[src/rtl/dat_mem_pkg.sv]
// ============================================================================
// Module      : dat_mem_pkg
// Description : Shared state encoding and default geometry for dat_mem_p.
// Revision    : 1.0 - initial release
// ============================================================================
`default_nettype none

package dat_mem_pkg;

    typedef enum logic [0:0] {
        ST_INIT = 1'b0,
        ST_IDLE = 1'b1
    } state_t;

    localparam int c_DEF_DW = 8;
    localparam int c_DEF_AW = 8;

endpackage

`default_nettype wire

[src/rtl/dat_mem_core.sv]
// ============================================================================
// Module      : dat_mem_core
// Description : Storage array, one synchronous write port, registered read
//               port with write-first bypass and out-of-range masking.
// Revision    : 1.0 - initial release
// ============================================================================
`default_nettype none

module dat_mem_core
    import dat_mem_pkg::*;
#(
    parameter int DW    = c_DEF_DW,
    parameter int AW    = c_DEF_AW,
    parameter int DEPTH = 1 << AW
) (
    input  logic          clk,
    input  logic          rst_n,
    input  logic          we,
    input  logic [AW-1:0] waddr,
    input  logic [DW-1:0] wdata,
    input  logic          re,
    input  logic [AW-1:0] raddr,
    output logic [DW-1:0] dat_out,
    output logic          rd_valid
);

    logic [DW-1:0] r_mem [DEPTH];
    logic          w_wr_ok;
    logic          w_rd_ok;

    // Range checks only exist when the array is smaller than the address space.
    if (DEPTH < (1 << AW)) begin : g_partial
        localparam logic [AW:0] c_DEPTH_EXT = (AW+1)'(DEPTH);
        assign w_wr_ok = ({1'b0, waddr} < c_DEPTH_EXT);
        assign w_rd_ok = ({1'b0, raddr} < c_DEPTH_EXT);
    end else begin : g_full
        assign w_wr_ok = 1'b1;
        assign w_rd_ok = 1'b1;
    end

    always_ff @(posedge clk) begin
        if (we && w_wr_ok) begin
            r_mem[waddr] <= wdata;
        end
    end

    always_ff @(posedge clk or negedge rst_n) begin
        if (!rst_n) begin
            dat_out  <= '0;
            rd_valid <= 1'b0;
        end else begin
            rd_valid <= re;
            if (re) begin
                if (!w_rd_ok) begin
                    dat_out <= '0;
                end else if (we && (waddr == raddr)) begin
                    dat_out <= wdata;
                end else begin
                    dat_out <= r_mem[raddr];
                end
            end
        end
    end

endmodule

`default_nettype wire

[src/rtl/dat_mem_p.sv]
// ============================================================================
// Module      : dat_mem_p
// Description : Data memory with registered read, write-first collisions and
//               a hardware INIT_VAL sweep after reset or on clr.
// Revision    : 1.0 - initial release
// ============================================================================
`default_nettype none

module dat_mem_p
    import dat_mem_pkg::*;
#(
    parameter int            DW       = c_DEF_DW,
    parameter int            AW       = c_DEF_AW,
    parameter int            DEPTH    = 1 << AW,
    parameter logic [DW-1:0] INIT_VAL = '0
) (
    input  logic          clk,
    input  logic          rst_n,
    input  logic [AW-1:0] addr,
    input  logic [DW-1:0] dat_in,
    input  logic          wr_en,
    input  logic          rd_en,
    input  logic          clr,
    output logic [DW-1:0] dat_out,
    output logic          rd_valid,
    output logic          busy
);

    localparam logic [AW:0] c_LAST = (AW+1)'(DEPTH - 1);

    state_t        r_state;
    state_t        w_state_nxt;
    logic [AW:0]   r_cnt;
    logic [AW:0]   w_cnt_nxt;
    logic          w_we;
    logic [AW-1:0] w_waddr;
    logic [DW-1:0] w_wdata;
    logic          w_re;

    always_ff @(posedge clk or negedge rst_n) begin
        if (!rst_n) begin
            r_state <= ST_INIT;
            r_cnt   <= '0;
        end else begin
            r_state <= w_state_nxt;
            r_cnt   <= w_cnt_nxt;
        end
    end

    // Counter is one bit wider than the address so DEPTH == 2**AW ends cleanly.
    always_comb begin
        w_state_nxt = r_state;
        w_cnt_nxt   = r_cnt;
        case (r_state)
            ST_INIT: begin
                w_cnt_nxt = r_cnt + 1'b1;
                if (r_cnt == c_LAST) begin
                    w_state_nxt = ST_IDLE;
                end
            end
            ST_IDLE: begin
                if (clr) begin
                    w_state_nxt = ST_INIT;
                    w_cnt_nxt   = '0;
                end
            end
            default: begin
                w_state_nxt = ST_INIT;
                w_cnt_nxt   = '0;
            end
        endcase
    end

    // Sweep owns the write port while initialising; user reads are blocked.
    always_comb begin
        w_we    = wr_en;
        w_waddr = addr;
        w_wdata = dat_in;
        w_re    = rd_en;
        if (r_state == ST_INIT) begin
            w_we    = 1'b1;
            w_waddr = r_cnt[AW-1:0];
            w_wdata = INIT_VAL;
            w_re    = 1'b0;
        end
    end

    assign busy = (r_state == ST_INIT);

    dat_mem_core #(
        .DW    (DW),
        .AW    (AW),
        .DEPTH (DEPTH)
    ) u_core (
        .clk      (clk),
        .rst_n    (rst_n),
        .we       (w_we),
        .waddr    (w_waddr),
        .wdata    (w_wdata),
        .re       (w_re),
        .raddr    (addr),
        .dat_out  (dat_out),
        .rd_valid (rd_valid)
    );

endmodule

`default_nettype wire

[config.mk]
export PLATFORM = sky130hd
export DESIGN_NAME = dat_mem_p
export DESIGN_NICKNAME = d
export VERILOG_FILES = /design/src/rtl/dat_mem_pkg.sv /design/src/rtl/dat_mem_core.sv /design/src/rtl/dat_mem_p.sv
export SDC_FILE = /design/constraint.sdc
export NUM_CORES = 2
export LEC_CHECK = 0
export CAP_MARGIN = 10
export CELL_PAD_IN_SITES_DETAIL_PLACEMENT = 0
export CELL_PAD_IN_SITES_GLOBAL_PLACEMENT = 1
export CORE_UTILIZATION = 50
export CTS_CLUSTER_SIZE = 25
export DETAILED_ROUTE_END_ITERATION = 8
export PLACE_DENSITY = 0.79
export SYNTH_ARGS = -nofsm -noshare
export SYNTH_HDL_FRONTEND = slang
export SYNTH_SLANG_ARGS = --single-unit
[constraint.sdc]
create_clock -name clk -period 7.6 [get_ports clk]
set_input_delay 1.52 -clock clk [delete_from_list [all_inputs] [get_ports clk]]
set_output_delay 1.52 -clock clk [all_outputs]
set_load 0.01 [all_outputs]
==> results.json <==
{
  "status": "complete, no violations",
  "multi_input_area_um2": 17100,
  "synth_ff_type": "edfxtp_1",
  "cp.required_ns": 8.06,
  "finClkSkew_ns": 0.0761,
  "hold_start": "r_cnt[5]",
  "dpl_cell_area_um2": 82600,
  "nFillCells": 11398,
  "grtUsageMet2_pct": 37.1,
  "grt_max_degree": 257,
  "insertion_delay_ns": 0.88,
  "io_buffers": 30,
  "crit_fanout": 16,
  "final_area_um2": 89100,
  "final_cell_mix": "edfxtp_1, mux4_2, nor2_1, clkbuf_16, o22ai_1",
  "ys_types": 61,
  "final_common_cell": "edfxtp_1",
  "setup_tns_ns": 0,
  "regArea_um2": 62000,
  "final_layout_size_suffix_gt1_share_pct": 22.4,
  "period_share_pct": 70.9,
  "critPathLaunchType": "primary input",
  "crit_start": "addr[5]",
  "postCtsResizedCells": 0,
  "die_area_um2": 162000,
  "hp-class": "register to register",
  "synth_warnings": 0,
  "die_h_um": 403,
  "viasPerCell": 6.48,
  "worst_setup_path_end_kind": "register",
  "clk_path_buf_depth": 3,
  "ctsRootBufferMaster": "clkbuf_16",
  "coreArea_um2": 159000,
  "cts_tree": "built",
  "ys_async_sr_fraction_pct": 0.919,
  "detail-route-antenna-nets": 0,
  "rr_startpoint": "r_state",
  "cp.arrival_ns": 5.85,
  "use_met1_pct": 34.7,
  "ir_drop_mv": 0.272,
  "maxSlewViolCount": 0,
  "critical-path-top-delay-family": "simple AND/OR/NAND/NOR gates",
  "slew_headroom_pct": 14.8,
  "htree_levels": 4,
  "max_stage_delay_ns": 1.14,
  "path_class": "primary input to register",
  "antenna_found_initial": 13,
  "fin_crit_ns": 5.39,
  "area_growth_pct": 11.0,
  "top_usage_layer": "met2",
  "ioPinCount": 31,
  "grtUsageMet3_pct": 6.38,
  "synth_cells": 3755,
  "worst_pin_slew_ns": 1.28,
  "drc": 0,
  "die_x_um": 403,
  "syn_area_um2": 80200,
  "crit_chain": "clkdlybuf4s50_1 > nand2b_1 > o21ai_0 > nand2_1 > nor2_1",
  "cpMaxStageDelayCell": "o21ai_0",
  "grt-ovfl-total": 0,
  "synth_nets": 3778,
  "synth_edf_count": 2048,
  "ys_ff_latch": 2067,
  "syn_avg_cell_area_um2": 21.4,
  "setup_viol": 0,
  "initial_utilization_pct": 50.5,
  "max_freq_ghz": 0.186,
  "drt-total-wl_um": 197000,
  "dr_total_vias": 39421,
  "rows": 146,
  "ys_seq_area_share_pct": 77.3,
  "cts_buffers": 199,
  "wl_per_cell_um": 32.4,
  "cts_hold_buf": 0,
  "dp_hpwl_um": 117000,
  "grt_util_all_layers_pct": 24.5,
  "grt_first_pass_wirelength_um": 282000,
  "drt-pass1-iter-count": 5,
  "p_per_area_nw_per_um2": 271,
  "grt_pass1_vias": 39004,
  "finalHoldViolCount": 0,
  "drv_cap": 0,
  "gp_congestion": 0.879,
  "postCtsSetupBuffers": 0,
  "p_leak_nw": 27.8,
  "drt_iter0_drc": 5558,
  "rsz0062_at_grt": "false",
  "final_nets": 3863,
  "clock-sinks": 2067,
  "cts.reportedPaths.clkPinSlew_ns": 0.07,
  "crit_buf_inv": 1
}
==> per-layer routing <==
layer	vias to the layer above	wire length [um]
li1	15894	-
met1	20962	76900
met2	2214	92500
met3	341	20700
met4	10	6710
met5	-	73
==> final timing paths <==
path	to	slack [ns]	cells past startpoint
min in group asynchronous	u_core.dat_out[4]	1.04	2
max in group asynchronous	r_cnt[8]	6.23	2
max reg2reg	u_core.r_mem[227][2]	3.05	5
min	r_cnt[5]	0.59	1
min reg2reg	r_cnt[5]	0.59	1
max	u_core.r_mem[227][2]	2.21	5
==> report_power, final <==
part / internal, mW / total, mW / switching, mW
sequential: 12.6 / 12.7 / 0.104
combinational: 0.523 / 1.78 / 1.26
clock: 5.31 / 9.65 / 4.34
==> synth_stat cells (3+ instances only) <==
library cell	n	area share, %
nor4_1	7	0.055
mux2i_1	79	0.99
mux4_2	519	15
nand3b_1	7	0.066
a32oi_1	4	0.044
a22oi_1	41	0.38
clkbuf_1	81	0.38
or4_1	5	0.047
o221ai_1	17	0.19
a211o_1	3	0.033
and2_1	22	0.17
buf_8	3	0.056
o31ai_1	9	0.084
o21ai_1	5	0.031
o31a_1	3	0.033
nor3_1	30	0.19
nor2_1	293	1.4
dfrtp_1	19	0.59
o21ai_0	20	0.12
inv_1	3	0.014
nand2_1	102	0.48
a31oi_1	5	0.039
buf_6	15	0.21
or2_2	4	0.031
buf_2	72	0.45
o22ai_1	114	0.89
a21oi_1	41	0.26
or3_1	9	0.070
nand4_1	3	0.023
or3b_2	6	0.066
nor2b_1	16	0.12
nand3_1	34	0.21
nand2b_1	10	0.078
buf_4	32	0.30
edfxtp_1	2048	77
a211oi_1	25	0.23
buf_1	15	0.070
a31o_1	6	0.066
==> metrics by stage <==
step	cells	hold WS (ns)	power (mW)	worst slack (ns)	util [%]
floorplan	3755	0.508	14.0	1.99	-
global placement	5710	0.553	14.7	1.72	52.1
detailed placement	5710	0.566	14.7	1.46	52.1
CTS	6079	0.574	24.2	2.39	56.1
global route	6080	0.591	24.8	2.16	56.1
finish	6083	0.585	24.2	2.21	56.1
==> cell families after synthesis <==
| group | synth area share, % |
|---|---|
| AO/OA/AOI/OAI | 2.53 |
| XOR/XNOR | 0.0437 |
| adder cells (fa/ha/maj) | 0.0312 |
| buffers and inverters | 1.49 |
| flip-flops | 77.3 |
| multiplexers | 15.6 |
| AND/OR/NAND/NOR | 3.07 |
==> cell type report <==
cell class | count | area share [%]
sequential | 2067 | 69.6
multi-input combinational | 1465 | 19.2
clock buffer | 241 | 5.77
tap | 2072 | 2.91
clock inverter | 128 | 1.40
timing repair buffer | 102 | 1.13
inverter | 5 | 0.0211
antenna | 3 | 0.00843
==> flip-flops by register name (all words and copies together) (netlist names) <==
signal and cells:
u_core.r_mem 2048, r_cnt 9, u_core.dat_out 8, r_state 1, u_core.rd_valid 1
Note: power is estimated with default switching activity, not from simulation.
